$ cat src/rtl/axil_arith_pkg.sv
`default_nettype none
// ============================================================================
//  Module      : axil_arith_pkg
//  Description : Shared definitions for the AXI4-Lite arithmetic array:
//                response codes, register offsets, mode encodings and the
//                address decoder used by both the write and read paths.
//  Ports       : none (package)
//  Revision    : 1.0  initial multi-channel release
// ============================================================================
package axil_arith_pkg;

  localparam logic [1:0] RESP_OKAY   = 2'b00;
  localparam logic [1:0] RESP_SLVERR = 2'b10;

  // Byte offsets. Lane registers are relative to the channel base (0x10*c);
  // STATUS and INFO are absolute addresses in the top 16-byte slot.
  localparam logic [7:0] OFF_OPA    = 8'h00;
  localparam logic [7:0] OFF_OPB    = 8'h04;
  localparam logic [7:0] OFF_CTRL   = 8'h08;
  localparam logic [7:0] OFF_RESULT = 8'h0C;
  localparam logic [7:0] OFF_STATUS = 8'hF0;
  localparam logic [7:0] OFF_INFO   = 8'hF4;

  typedef enum logic [1:0] {
    MODE_ADD  = 2'b00,
    MODE_SUB  = 2'b01,
    MODE_SADD = 2'b10,
    MODE_RSVD = 2'b11
  } mode_e;

  // Word index of a lane register inside its 16-byte slot (offset >> 2).
  typedef enum logic [1:0] {
    SEL_OPA    = 2'd0,
    SEL_OPB    = 2'd1,
    SEL_CTRL   = 2'd2,
    SEL_RESULT = 2'd3
  } reg_sel_e;

  typedef enum logic [1:0] {
    TGT_NONE   = 2'd0,
    TGT_LANE   = 2'd1,
    TGT_STATUS = 2'd2,
    TGT_INFO   = 2'd3
  } target_e;

  typedef struct packed {
    target_e  tgt;
    logic [3:0] ch;
    reg_sel_e sel;
  } dec_t;

  // Decodes a word address (byte address >> 2). Anything at or above byte
  // address 0x100, any channel slot >= num_ch and the unused words of the
  // top slot decode to TGT_NONE.
  function automatic dec_t decode_addr(input logic [29:0] word, input int num_ch);
    dec_t d;
    d.tgt = TGT_NONE;
    d.ch  = word[5:2];
    d.sel = reg_sel_e'(word[1:0]);
    if (word[29:6] == '0) begin
      if (word[5:2] == 4'hF) begin
        if ({word[5:0], 2'b00} == OFF_STATUS)    d.tgt = TGT_STATUS;
        else if ({word[5:0], 2'b00} == OFF_INFO) d.tgt = TGT_INFO;
      end else if (int'(word[5:2]) < num_ch) begin
        d.tgt = TGT_LANE;
      end
    end
    return d;
  endfunction

endpackage
`default_nettype wire

$ cat src/rtl/axil_arith_if.sv
`default_nettype none
// ============================================================================
//  Module      : axil_arith_if
//  Description : AXI4-Lite bus bundle for the arithmetic array (s1 port).
//  Ports       : aw*/w*/b*/ar*/r* AXI4-Lite channel signals;
//                modport slave for the peripheral, master for the initiator.
//  Revision    : 1.0  initial multi-channel release
// ============================================================================
interface axil_arith_if #(
  parameter int ADDR_WIDTH = 8,
  parameter int DATA_WIDTH = 32
);
  logic [ADDR_WIDTH-1:0]   awaddr;
  logic                    awvalid;
  logic                    awready;
  logic [DATA_WIDTH-1:0]   wdata;
  logic [DATA_WIDTH/8-1:0] wstrb;
  logic                    wvalid;
  logic                    wready;
  logic [1:0]              bresp;
  logic                    bvalid;
  logic                    bready;
  logic [ADDR_WIDTH-1:0]   araddr;
  logic                    arvalid;
  logic                    arready;
  logic [DATA_WIDTH-1:0]   rdata;
  logic [1:0]              rresp;
  logic                    rvalid;
  logic                    rready;

  modport slave (
    input  awaddr, awvalid, wdata, wstrb, wvalid, bready, araddr, arvalid, rready,
    output awready, wready, bresp, bvalid, arready, rdata, rresp, rvalid
  );

  modport master (
    output awaddr, awvalid, wdata, wstrb, wvalid, bready, araddr, arvalid, rready,
    input  awready, wready, bresp, bvalid, arready, rdata, rresp, rvalid
  );
endinterface
`default_nettype wire

$ cat src/rtl/axil_arith_lane.sv
`default_nettype none
// ============================================================================
//  Module      : axil_arith_lane
//  Description : One add/subtract channel: OPA/OPB/CTRL registers with byte
//                strobe merge, mode datapath and registered RESULT/carry/sat.
//  Ports       : clk, rst_n      clock, async active-low reset
//                i_we            commit a write to the register picked by i_sel
//                i_sel           lane register select
//                i_wdata/i_wstrb write data and byte strobes
//                o_opa/o_opb     operand readback
//                o_mode          current mode (CTRL[1:0])
//                o_result        registered result
//                o_carry/o_sat   registered carry/borrow and saturation flags
//  Revision    : 1.0  initial multi-channel release
// ============================================================================
module axil_arith_lane
  import axil_arith_pkg::*;
#(
  parameter int DATA_WIDTH = 32
) (
  input  logic                    clk,
  input  logic                    rst_n,
  input  logic                    i_we,
  input  reg_sel_e                i_sel,
  input  logic [DATA_WIDTH-1:0]   i_wdata,
  input  logic [DATA_WIDTH/8-1:0] i_wstrb,
  output logic [DATA_WIDTH-1:0]   o_opa,
  output logic [DATA_WIDTH-1:0]   o_opb,
  output mode_e                   o_mode,
  output logic [DATA_WIDTH-1:0]   o_result,
  output logic                    o_carry,
  output logic                    o_sat
);

  localparam int c_nbytes = DATA_WIDTH / 8;

  logic [DATA_WIDTH-1:0] r_opa;
  logic [DATA_WIDTH-1:0] r_opb;
  mode_e                 r_mode;
  logic                  r_pending;
  logic [DATA_WIDTH-1:0] r_result;
  logic                  r_carry;
  logic                  r_sat;

  logic [DATA_WIDTH-1:0] w_opa_merged;
  logic [DATA_WIDTH-1:0] w_opb_merged;
  mode_e                 w_mode_merged;
  logic [DATA_WIDTH:0]   w_sum;
  logic [DATA_WIDTH:0]   w_diff;
  logic [DATA_WIDTH-1:0] w_result;
  logic                  w_carry;
  logic                  w_sat;

  // Byte-lane merge: unstrobed bytes keep their current contents.
  for (genvar i = 0; i < c_nbytes; i++) begin : g_byte
    assign w_opa_merged[i*8 +: 8] = i_wstrb[i] ? i_wdata[i*8 +: 8] : r_opa[i*8 +: 8];
    assign w_opb_merged[i*8 +: 8] = i_wstrb[i] ? i_wdata[i*8 +: 8] : r_opb[i*8 +: 8];
  end

  // Only CTRL[1:0] is implemented, so byte lane 0 alone controls it.
  assign w_mode_merged = i_wstrb[0] ? mode_e'(i_wdata[1:0]) : r_mode;

  // The extra MSB of w_diff is set exactly when OPA < OPB (unsigned borrow).
  assign w_sum  = {1'b0, r_opa} + {1'b0, r_opb};
  assign w_diff = {1'b0, r_opa} - {1'b0, r_opb};

  always_comb begin
    w_result = w_sum[DATA_WIDTH-1:0];
    w_carry  = w_sum[DATA_WIDTH];
    w_sat    = 1'b0;
    case (r_mode)
      MODE_SUB: begin
        w_result = w_diff[DATA_WIDTH-1:0];
        w_carry  = w_diff[DATA_WIDTH];
      end
      MODE_SADD: begin
        w_sat = w_sum[DATA_WIDTH];
        if (w_sum[DATA_WIDTH]) w_result = '1;
      end
      default: ;
    endcase
  end

  // The result stage runs one cycle after the commit so it sees the freshly
  // written operand/mode registers.
  always_ff @(posedge clk or negedge rst_n) begin
    if (!rst_n) begin
      r_opa     <= '0;
      r_opb     <= '0;
      r_mode    <= MODE_ADD;
      r_pending <= 1'b0;
      r_result  <= '0;
      r_carry   <= 1'b0;
      r_sat     <= 1'b0;
    end else begin
      r_pending <= i_we;
      if (i_we) begin
        case (i_sel)
          SEL_OPA:  r_opa  <= w_opa_merged;
          SEL_OPB:  r_opb  <= w_opb_merged;
          SEL_CTRL: r_mode <= w_mode_merged;
          default:  ;
        endcase
      end
      if (r_pending) begin
        r_result <= w_result;
        r_carry  <= w_carry;
        r_sat    <= w_sat;
      end
    end
  end

  assign o_opa    = r_opa;
  assign o_opb    = r_opb;
  assign o_mode   = r_mode;
  assign o_result = r_result;
  assign o_carry  = r_carry;
  assign o_sat    = r_sat;

endmodule
`default_nettype wire

$ cat src/rtl/axil_arith_array.sv
`default_nettype none
// ============================================================================
//  Module      : axil_arith_array
//  Description : AXI4-Lite slave holding NUM_CH independent add/subtract
//                channels plus STATUS and INFO registers.
//  Ports       : s1_axi_aclk     clock, rising edge
//                s1_axi_aresetn  async active-low reset
//                s1_axi          AXI4-Lite slave bundle (axil_arith_if.slave)
//  Revision    : 1.0  initial multi-channel release
// ============================================================================
module axil_arith_array
  import axil_arith_pkg::*;
#(
  parameter int DATA_WIDTH = 32,
  parameter int ADDR_WIDTH = 8,
  parameter int NUM_CH     = 4
) (
  input  logic        s1_axi_aclk,
  input  logic        s1_axi_aresetn,
  axil_arith_if.slave s1_axi
);

  localparam logic [31:0] c_info_word = {16'h0000, 8'(DATA_WIDTH), 8'(NUM_CH)};

  // Write side holding registers and response.
  logic                    r_ready_en;
  logic                    r_aw_held;
  logic [ADDR_WIDTH-1:0]   r_aw_addr;
  logic                    r_w_held;
  logic [DATA_WIDTH-1:0]   r_w_data;
  logic [DATA_WIDTH/8-1:0] r_w_strb;
  logic                    r_bvalid;
  logic [1:0]              r_bresp;

  // Read side.
  logic                    r_rvalid;
  logic [1:0]              r_rresp;
  logic [DATA_WIDTH-1:0]   r_rdata;

  logic                    w_aw_hs;
  logic                    w_w_hs;
  logic                    w_b_hs;
  logic                    w_ar_hs;
  logic                    w_r_hs;
  logic                    w_commit;
  logic                    w_wr_ok;
  dec_t                    w_wdec;
  dec_t                    w_rdec;
  logic [DATA_WIDTH-1:0]   w_rd_data;
  logic [1:0]              w_rd_resp;
  logic [31:0]             w_status;

  logic [DATA_WIDTH-1:0]   w_opa    [NUM_CH];
  logic [DATA_WIDTH-1:0]   w_opb    [NUM_CH];
  mode_e                   w_mode   [NUM_CH];
  logic [DATA_WIDTH-1:0]   w_result [NUM_CH];
  logic [NUM_CH-1:0]       w_carry;
  logic [NUM_CH-1:0]       w_sat;

  // r_ready_en keeps every ready low while reset is asserted and lets them
  // rise on the first edge after release.
  assign s1_axi.awready = r_ready_en && !r_aw_held && !r_bvalid;
  assign s1_axi.wready  = r_ready_en && !r_w_held && !r_bvalid;
  assign s1_axi.arready = r_ready_en && !r_rvalid;
  assign s1_axi.bvalid  = r_bvalid;
  assign s1_axi.bresp   = r_bresp;
  assign s1_axi.rvalid  = r_rvalid;
  assign s1_axi.rresp   = r_rresp;
  assign s1_axi.rdata   = r_rdata;

  assign w_aw_hs = s1_axi.awvalid && s1_axi.awready;
  assign w_w_hs  = s1_axi.wvalid && s1_axi.wready;
  assign w_b_hs  = r_bvalid && s1_axi.bready;
  assign w_ar_hs = s1_axi.arvalid && s1_axi.arready;
  assign w_r_hs  = r_rvalid && s1_axi.rready;

  // bvalid blocks a second commit of the same held pair.
  assign w_commit = r_aw_held && r_w_held && !r_bvalid;

  assign w_wdec  = decode_addr(30'(r_aw_addr >> 2), NUM_CH);
  assign w_rdec  = decode_addr(30'(s1_axi.araddr >> 2), NUM_CH);
  assign w_wr_ok = (w_wdec.tgt == TGT_LANE) && (w_wdec.sel != SEL_RESULT);

  always_ff @(posedge s1_axi_aclk or negedge s1_axi_aresetn) begin
    if (!s1_axi_aresetn) begin
      r_ready_en <= 1'b0;
      r_aw_held  <= 1'b0;
      r_aw_addr  <= '0;
      r_w_held   <= 1'b0;
      r_w_data   <= '0;
      r_w_strb   <= '0;
      r_bvalid   <= 1'b0;
      r_bresp    <= RESP_OKAY;
      r_rvalid   <= 1'b0;
      r_rresp    <= RESP_OKAY;
      r_rdata    <= '0;
    end else begin
      r_ready_en <= 1'b1;

      if (w_aw_hs) begin
        r_aw_held <= 1'b1;
        r_aw_addr <= s1_axi.awaddr;
      end else if (w_b_hs) begin
        r_aw_held <= 1'b0;
      end

      if (w_w_hs) begin
        r_w_held <= 1'b1;
        r_w_data <= s1_axi.wdata;
        r_w_strb <= s1_axi.wstrb;
      end else if (w_b_hs) begin
        r_w_held <= 1'b0;
      end

      if (w_commit) begin
        r_bvalid <= 1'b1;
        r_bresp  <= w_wr_ok ? RESP_OKAY : RESP_SLVERR;
      end else if (w_b_hs) begin
        r_bvalid <= 1'b0;
      end

      if (w_ar_hs) begin
        r_rvalid <= 1'b1;
        r_rdata  <= w_rd_data;
        r_rresp  <= w_rd_resp;
      end else if (w_r_hs) begin
        r_rvalid <= 1'b0;
      end
    end
  end

  for (genvar c = 0; c < NUM_CH; c++) begin : g_lane
    axil_arith_lane #(
      .DATA_WIDTH (DATA_WIDTH)
    ) u_lane (
      .clk      (s1_axi_aclk),
      .rst_n    (s1_axi_aresetn),
      .i_we     (w_commit && w_wr_ok && (w_wdec.ch == 4'(c))),
      .i_sel    (w_wdec.sel),
      .i_wdata  (r_w_data),
      .i_wstrb  (r_w_strb),
      .o_opa    (w_opa[c]),
      .o_opb    (w_opb[c]),
      .o_mode   (w_mode[c]),
      .o_result (w_result[c]),
      .o_carry  (w_carry[c]),
      .o_sat    (w_sat[c])
    );
  end

  always_comb begin
    w_status = '0;
    for (int c = 0; c < NUM_CH; c++) begin
      w_status[c]      = w_carry[c];
      w_status[16 + c] = w_sat[c];
    end
  end

  // Read mux, sampled into r_rdata on the AR handshake.
  always_comb begin
    w_rd_data = '0;
    w_rd_resp = RESP_OKAY;
    case (w_rdec.tgt)
      TGT_LANE: begin
        for (int c = 0; c < NUM_CH; c++) begin
          if (w_rdec.ch == 4'(c)) begin
            case (w_rdec.sel)
              SEL_OPA:  w_rd_data = w_opa[c];
              SEL_OPB:  w_rd_data = w_opb[c];
              SEL_CTRL: w_rd_data = {{(DATA_WIDTH-2){1'b0}}, w_mode[c]};
              default:  w_rd_data = w_result[c];
            endcase
          end
        end
      end
      TGT_STATUS: w_rd_data = DATA_WIDTH'(w_status);
      TGT_INFO:   w_rd_data = DATA_WIDTH'(c_info_word);
      default:    w_rd_resp = RESP_SLVERR;
    endcase
  end

endmodule
`default_nettype wire

$ cat src/flat_wrapper.sv
// flat-port wrapper written by rule: the top's interface ports become plain ports
module axil_arith_array_flat import axil_arith_pkg::*;
#(
  parameter int DATA_WIDTH = 32,
  parameter int ADDR_WIDTH = 8,
  parameter int NUM_CH     = 4
)
  (s1_axi_aclk, s1_axi_aresetn, s1_axi_awaddr, s1_axi_awvalid, s1_axi_wdata, s1_axi_wstrb, s1_axi_wvalid, s1_axi_bready, s1_axi_araddr, s1_axi_arvalid, s1_axi_rready, s1_axi_awready, s1_axi_wready, s1_axi_bresp, s1_axi_bvalid, s1_axi_arready, s1_axi_rdata, s1_axi_rresp, s1_axi_rvalid);
  axil_arith_if #(.ADDR_WIDTH(ADDR_WIDTH), .DATA_WIDTH(DATA_WIDTH)) s1_axi_i ();
  input  logic s1_axi_aclk;
  input  logic s1_axi_aresetn;
  input wire logic [$bits(s1_axi_i.awaddr)-1:0] s1_axi_awaddr;
  input wire logic [$bits(s1_axi_i.awvalid)-1:0] s1_axi_awvalid;
  input wire logic [$bits(s1_axi_i.wdata)-1:0] s1_axi_wdata;
  input wire logic [$bits(s1_axi_i.wstrb)-1:0] s1_axi_wstrb;
  input wire logic [$bits(s1_axi_i.wvalid)-1:0] s1_axi_wvalid;
  input wire logic [$bits(s1_axi_i.bready)-1:0] s1_axi_bready;
  input wire logic [$bits(s1_axi_i.araddr)-1:0] s1_axi_araddr;
  input wire logic [$bits(s1_axi_i.arvalid)-1:0] s1_axi_arvalid;
  input wire logic [$bits(s1_axi_i.rready)-1:0] s1_axi_rready;
  output wire logic [$bits(s1_axi_i.awready)-1:0] s1_axi_awready;
  output wire logic [$bits(s1_axi_i.wready)-1:0] s1_axi_wready;
  output wire logic [$bits(s1_axi_i.bresp)-1:0] s1_axi_bresp;
  output wire logic [$bits(s1_axi_i.bvalid)-1:0] s1_axi_bvalid;
  output wire logic [$bits(s1_axi_i.arready)-1:0] s1_axi_arready;
  output wire logic [$bits(s1_axi_i.rdata)-1:0] s1_axi_rdata;
  output wire logic [$bits(s1_axi_i.rresp)-1:0] s1_axi_rresp;
  output wire logic [$bits(s1_axi_i.rvalid)-1:0] s1_axi_rvalid;
  assign s1_axi_i.awaddr = s1_axi_awaddr;
  assign s1_axi_i.awvalid = s1_axi_awvalid;
  assign s1_axi_i.wdata = s1_axi_wdata;
  assign s1_axi_i.wstrb = s1_axi_wstrb;
  assign s1_axi_i.wvalid = s1_axi_wvalid;
  assign s1_axi_i.bready = s1_axi_bready;
  assign s1_axi_i.araddr = s1_axi_araddr;
  assign s1_axi_i.arvalid = s1_axi_arvalid;
  assign s1_axi_i.rready = s1_axi_rready;
  assign s1_axi_awready = s1_axi_i.awready;
  assign s1_axi_wready = s1_axi_i.wready;
  assign s1_axi_bresp = s1_axi_i.bresp;
  assign s1_axi_bvalid = s1_axi_i.bvalid;
  assign s1_axi_arready = s1_axi_i.arready;
  assign s1_axi_rdata = s1_axi_i.rdata;
  assign s1_axi_rresp = s1_axi_i.rresp;
  assign s1_axi_rvalid = s1_axi_i.rvalid;
  axil_arith_array #(.DATA_WIDTH(DATA_WIDTH), .ADDR_WIDTH(ADDR_WIDTH), .NUM_CH(NUM_CH)) u_core (.s1_axi_aclk(s1_axi_aclk), .s1_axi_aresetn(s1_axi_aresetn), .s1_axi(s1_axi_i));
endmodule
$ cat config.mk
export PLATFORM = sky130hd
export DESIGN_NAME = axil_arith_array_flat
export DESIGN_NICKNAME = d
export VERILOG_FILES = /design/src/rtl/axil_arith_pkg.sv /design/src/rtl/axil_arith_if.sv /design/src/rtl/axil_arith_lane.sv /design/src/rtl/axil_arith_array.sv /design/src/flat_wrapper.sv
export SDC_FILE = /design/constraint.sdc
export NUM_CORES = 1
export LEC_CHECK = 0
export CAP_MARGIN = 25
export CORE_ASPECT_RATIO = 0.9
export CORE_UTILIZATION = 55
export DETAILED_ROUTE_END_ITERATION = 10
export PLACE_DENSITY = 0.71
export SETUP_SLACK_MARGIN = 0.1
export SKIP_CTS_REPAIR_TIMING = 1
export SLEW_MARGIN = 15
export SYNTH_ARGS = -nofsm -noshare
export SYNTH_HDL_FRONTEND = slang
export SYNTH_HIERARCHICAL = 1
export SYNTH_SLANG_ARGS = --single-unit
$ cat constraint.sdc
create_clock -name s1_axi_aclk -period 4.6 [get_ports s1_axi_aclk]
set_input_delay 0.46 -clock s1_axi_aclk [delete_from_list [all_inputs] [get_ports s1_axi_aclk]]
set_output_delay 0.46 -clock s1_axi_aclk [all_outputs]
set_load 0.01 [all_outputs]
* Word-level counts from Yosys, hierarchy flattened *
Index checks and enable logic that the tools add are counted.

storage, ports and cells
  bits in registers = 489
  bits of input ports = 59
  output and inout port bits = 41

cells by class
  add/sub/neg operators = 8
  $lt $le $gt $ge = 2
  eq/ne operators = 29
  muxes and demuxes = 41
  reduce and logical (&&, ||, !) cells = 67

operators with widths
  kind                count
  $pmux 32 s3         5
  $mux 32             8
  $pmux 32 s2         4
  $add 32x32->33      4
  $sub 32x32->33      4
  $reduce_and 3->1    36
  $eq 6x6->1 const B  4
  $logic_and 1x1->1   18
  $eq 2x1->1 const B  8
  $eq 2x2->1 const B  8
  $eq 4x2->1 const B  4
  $mux 1              16
  $mux 2              8
  $eq 4x1->1 const B  2
  $eq 4x4->1 const B  2
  $logic_not 4->1     2
  $lt 4x3->1 const B  2
  $reduce_bool 2->1   4
  $logic_not 1->1     4
  $logic_not 2->1     2
  $reduce_or 3->1     1
  $ne 2x2->1 const B  1

* Longest topological paths before layout *
  depth after elaboration = 9
  gate-level depth with buffers = 13
  depth with buffers taken out = 13

* By module *
The synthesis kept the hierarchy.

by module, submodules not included
  module                                         times used  cells an instance  area each (um^2)  seq. area each (um^2)
  axil_arith_lane (u_core.g_lane[1].u_lane ...)  3           870                7771.2            2527.4
  axil_arith_lane (u_core.g_lane[0].u_lane)      1           897                7922.6            2527.4
  axil_arith_array                               1           732                6687.7            2026.9

* Worst setup path before layout *
No wires, ideal clock.

  path type = register to register
  from = reg u_core.g_lane[0].u_lane.r_opa[12]
  to = reg u_core.g_lane[0].u_lane.r_result[27]
  arrival = 2.815 ns
  required time = 4.471 ns
  slack = 1.656 ns
  stages on the path, launching flop included = 12
  path buffers = 1
  period minus slack after synthesis = 2.944 ns
  path through = dfrtp_1 -> ha_1 -> buf_6 -> or4_4 -> or4b_4 -> nor3_2 -> o31ai_1 -> nand3_2 -> a31oi_2 -> xor2_1 -> a2111oi_2 -> nor2_1

on the way
  word-level cells in the longest chain between the ends = 3

RTL lines
  what                    line                    RTL
  start, declared         axil_arith_lane.sv:37   logic [DATA_WIDTH-1:0] r_opa;
  start signal, assigned  axil_arith_lane.sv:99   SEL_OPA: r_opa <= w_opa_merged;
  $add 32x32->33          axil_arith_lane.sv:64   assign w_sum = {1'b0, r_opa} + {1'b0, r_opb};
  $mux 32                 axil_arith_lane.sv:78   if (w_sum[DATA_WIDTH]) w_result = '1;
  $pmux 32 s2 (*)         axil_arith_lane.sv:71   case (r_mode)
  end signal, assigned    axil_arith_lane.sv:106  r_result <= w_result;
  end, declared           axil_arith_lane.sv:41   logic [DATA_WIDTH-1:0] r_result;

Mark *: on every way between the ends. The rest lies on a longest branch, timed or not.
A chain may end at the register's enable or synchronous reset.

* Worst setup path after layout *
  from = reg u_core.g_lane[3].u_lane.r_opa[22]
  to = reg u_core.g_lane[3].u_lane.r_result[0]

on the way
  word-level cells in the longest chain between the ends = 3

RTL lines
  what                    line
  start, declared         axil_arith_lane.sv:37
  start signal, assigned  axil_arith_lane.sv:99
  $add 32x32->33          axil_arith_lane.sv:64
  $mux 32                 axil_arith_lane.sv:78
  $pmux 32 s2             axil_arith_lane.sv:71
  end signal, assigned    axil_arith_lane.sv:106
  end, declared           axil_arith_lane.sv:41

No other way between the ends.

==> results by group <==
Finish
  • Share of layout cells above drive strength 1: 0.136
  • Area grow syn2layout: 8.35%
  • Final net count: 4544
  • Area of the multi-input gates: 23500 sq um
  • Fillers: approximately 6000
  • Sequential cell area: 12100 sq um
  • Fin area: 41100 sq um
  • Post-layout util: 0.608

Synthesis
  • FF+latch count, synth: 485
  • Yosys warns: 6
  • Sequential area share after synthesis: 0.320
  • Synth async-reset ratio: 1.00
  • Synth Area in Compound Gates: 0.248
  • Number of synthesized flops with an enable pin: 0
  • Main combinational cell family by area after synthesis: compound AO/OA/AOI/OAI gates
  • Post-Synth Simple-Gate Area: 0.130
  • Mux contribution to synthesized area: 0.130
  • Synth Flop Type: dfrtp_1
  • Post-Syn Instances: about 4200
  • Post-Synth XOR/XNOR Area: 0.0182
  • Distinct cells, synth: 111
  • Synthesized area: approximately 38000 sq um
  • Syn Area/Cell: about 8.9 sq um
  • Post-synthesis adder-cell area fraction: 0.0913

Placement
  • DP Area: 39300 sq um
  • DPL Wire Length: 101000 microns
  • Port bufs: 93
  • GPL Wtd Cong: around 1.0

STA
  • Setup violations, final: 0
  • RSZ-0062 raised after global routing: no
  • Hold Violations, Final: 0
  • Fin crit period: 3900 ps
  • Max-Slew Margin vs Limit: 0.257
  • Skew final: 20.0 ps
  • Setup TNS: 0 ps
  • Least-Margin Pin Slew: 1120 ps
  • Fin crit share: 0.848
  • Max frequency: 256 MHz
  • Max-slew violation count: 0

Drt
  • Via count: 34300
  • DRT Pass-1 Iters: 6
  • Final ANT Viol Nets: 0
  • DRC Markers: 0
  • WL/cell: ~26 microns
  • Vias/cell: around 6.7
  • Number of DRC markers in iteration 0: 3762
  • Final WL: 135000 microns

Floorplan
  • Initial Util: 0.561
  • # rows: 90
  • Die Wd: ~280 microns
  • Die height: 251 microns
  • Die Area: approximately 70000 sq um
  • I/O pins: 100
  • Core box area: 67600 sq um

Global routing
  • Vias in the first global route: 32700
  • GRT Total Usage: 0.380
  • Largest net degree at the start of global routing: between 90 and 100
  • Initial antenna violation count: 2
  • Global-route wire length before repair: 203000 microns
  • Overflow after GRT: 0

Critical path
  • Worst Path Buf+Inv: 0
  • Crit-path cells: ha_1 -> or2_1 -> or3_1 -> nor2_1 -> o2111ai_2 -> and4_4 -> o311ai_4 -> a21o_4 -> nand2_2 -> o21ai_0 -> o21a_1
  • R2r endpoint: u_core/g_lane[3].u_lane/o_result[0]
  • Critical Path Fanout Max: 16
  • Worst Path Arrival: 4470 ps
  • Startpoint types: flip-flop
  • Slowest-stage cell, CP: o311ai_4
  • Flop-to-flop setup slack: 700 ps
  • CP Data Required Time: between 5000 and 6000 ps
  • CP Capture Type: flip-flop
  • CP Class: reg -> reg
  • R2R Path Start: u_core/g_lane[3].u_lane/o_opa[22]
  • Cell family with the largest share of critical-path delay: simple AND/OR/NAND/NOR gates
  • CP max stage delay: 580 ps
  • R2R depth: 11

Clocking
  • CTS clk-pin slew, worst paths: 60 ps
  • CTS tree: yes
  • H-Tree Depth: 2
  • Root Buffer: clkbuf_16
  • Worst-Skew Late Latency: 630 ps
  • Clock Path Buffers: 3
  • CTS Buf Count: 54
  • CTS Sinks: about 490

Worst hold path
  • HP Start: s1_axi_rready
  • Worst hold path class: in -> reg
  • Worst Hold Depth: 2
  • Hold path endpoint: u_core/s1_axi.rvalid

Power and ir drop
  • Maximum vdd drop: 0.902 mV
  • PwrDens: around 740 nW/um^2
  • Static leakage: 19.0 nW

Flow run
  • Max cap viols: 0

Status
  • Status: completed
-- synthesized netlist by cell type (38+ instances only) --
cell type	number	area, sq um
a21o_1	51	383
a211oi_1	40	300
nor2_1	389	1460
o211ai_1	59	443
nor3_1	49	245
mux2_2	317	3570
xnor2_1	77	674
ha_1	264	3300
o22ai_1	66	413
buf_2	48	240
inv_1	292	1100
clkbuf_1	135	507
a31oi_1	50	313
o21bai_1	67	503
mux2i_1	116	1160
nand3_1	49	245
o21ai_0	260	1300
dfrtp_1	485	12100
nand2_1	290	1090
nor2b_1	55	344
a221oi_1	38	333
a21oi_1	344	1720
-- how the worst max path moves through the flow --
stage	to	cells past startpoint	startpoint	slack, ps
after floorplan	u_core/g_lane[0].u_lane/o_result[27]	11	u_core/g_lane[0].u_lane/o_opa[12]	1660
after global placement	u_core/g_lane[3].u_lane/o_result[0]	12	u_core/g_lane[3].u_lane/o_opb[22]	810
after detailed placement	u_core/g_lane[3].u_lane/o_result[0]	11	u_core/g_lane[3].u_lane/o_opa[22]	800
after CTS	u_core/g_lane[3].u_lane/o_result[0]	11	u_core/g_lane[3].u_lane/o_opa[22]	780
after global routing	u_core/g_lane[3].u_lane/o_result[0]	11	u_core/g_lane[3].u_lane/o_opa[22]	600
final	u_core/g_lane[3].u_lane/o_result[0]	11	u_core/g_lane[3].u_lane/o_opa[22]	700
-- state kept, by name, indices dropped and copies added (netlist names), 6 cells and up --
signal                         flops
u_core/r_aw_addr                   6
u_core/s1_axi.rdata               32
u_core/g_lane.u_lane/o_mode        8
u_core/r_w_data                   32
u_core/g_lane.u_lane/o_opa       128
u_core/g_lane.u_lane/o_result    128
u_core/g_lane.u_lane/o_opb       128
-- stage by stage --
stage / power [mW] / setup WS, ps / instances / hold slack (ps)
6_report: 30.6 / 701 / 5128 / 413
5_1_grt: 32.3 / 600 / 5127 / 394
4_1_cts: 30.0 / 779 / 5126 / -127
3_5_place_dp: 25.5 / 800 / 5030 / 469
3_3_place_gp: 25.4 / 815 / 5030 / 466
2_1_floorplan: 20.0 / 1660 / 4240 / 164
-- placed cells by master, fill, tap and decap left out, drive strengths merged, types with 77 or more instances in the layout --
cell type and instances:
dfrtp 485, xnor2 77, mux2i 116, nor2 389
ha 264, a21oi 354, o21ai 268, inv 294
mux2 317, clkdlybuf4s50 88, nand2 293
-- layer usage --
layer / wire length (microns) / global-route usage / vias to the layer above
met5: 0 / 0 / -
met4: 6690 / 0.166 / 0
met3: 10900 / 0.0561 / 306
met2: 60000 / 0.598 / 1540
met1: 57500 / 0.522 / 17000
li1: - / - / 15400
-- kinds of logic after synthesis --
family,Yosys count
flip-flops,485
adder cells (fa/ha/maj),272
XOR/XNOR,79
multiplexers,442
buffers and inverters,536
AO/OA/AOI/OAI,1365
other,2
AND/OR/NAND/NOR,1058
-- report_power, final --
| group | switching (mW) | internal [mW] | leakage, nW |
|---|---|---|---|
| Combinational | 11.4 | 7.27 | 11.7 |
| Sequential | 1.96 | 5.50 | 6.49 |
| Clock | 1.88 | 2.57 | 0.848 |
| Total | 15.2 | 15.3 | 19.0 |
-- area by class of cell --
cell class	instances	share of cell area
clock inverters	26	0.00710
repair buffers	159	0.0368
inverters	294	0.0269
diodes	1	0.0000609
well taps	874	0.0266
clock buffers	70	0.0363
flip-flops and latches	485	0.295
multi-input cells	3219	0.571
(Power assumes the default switching activity.)
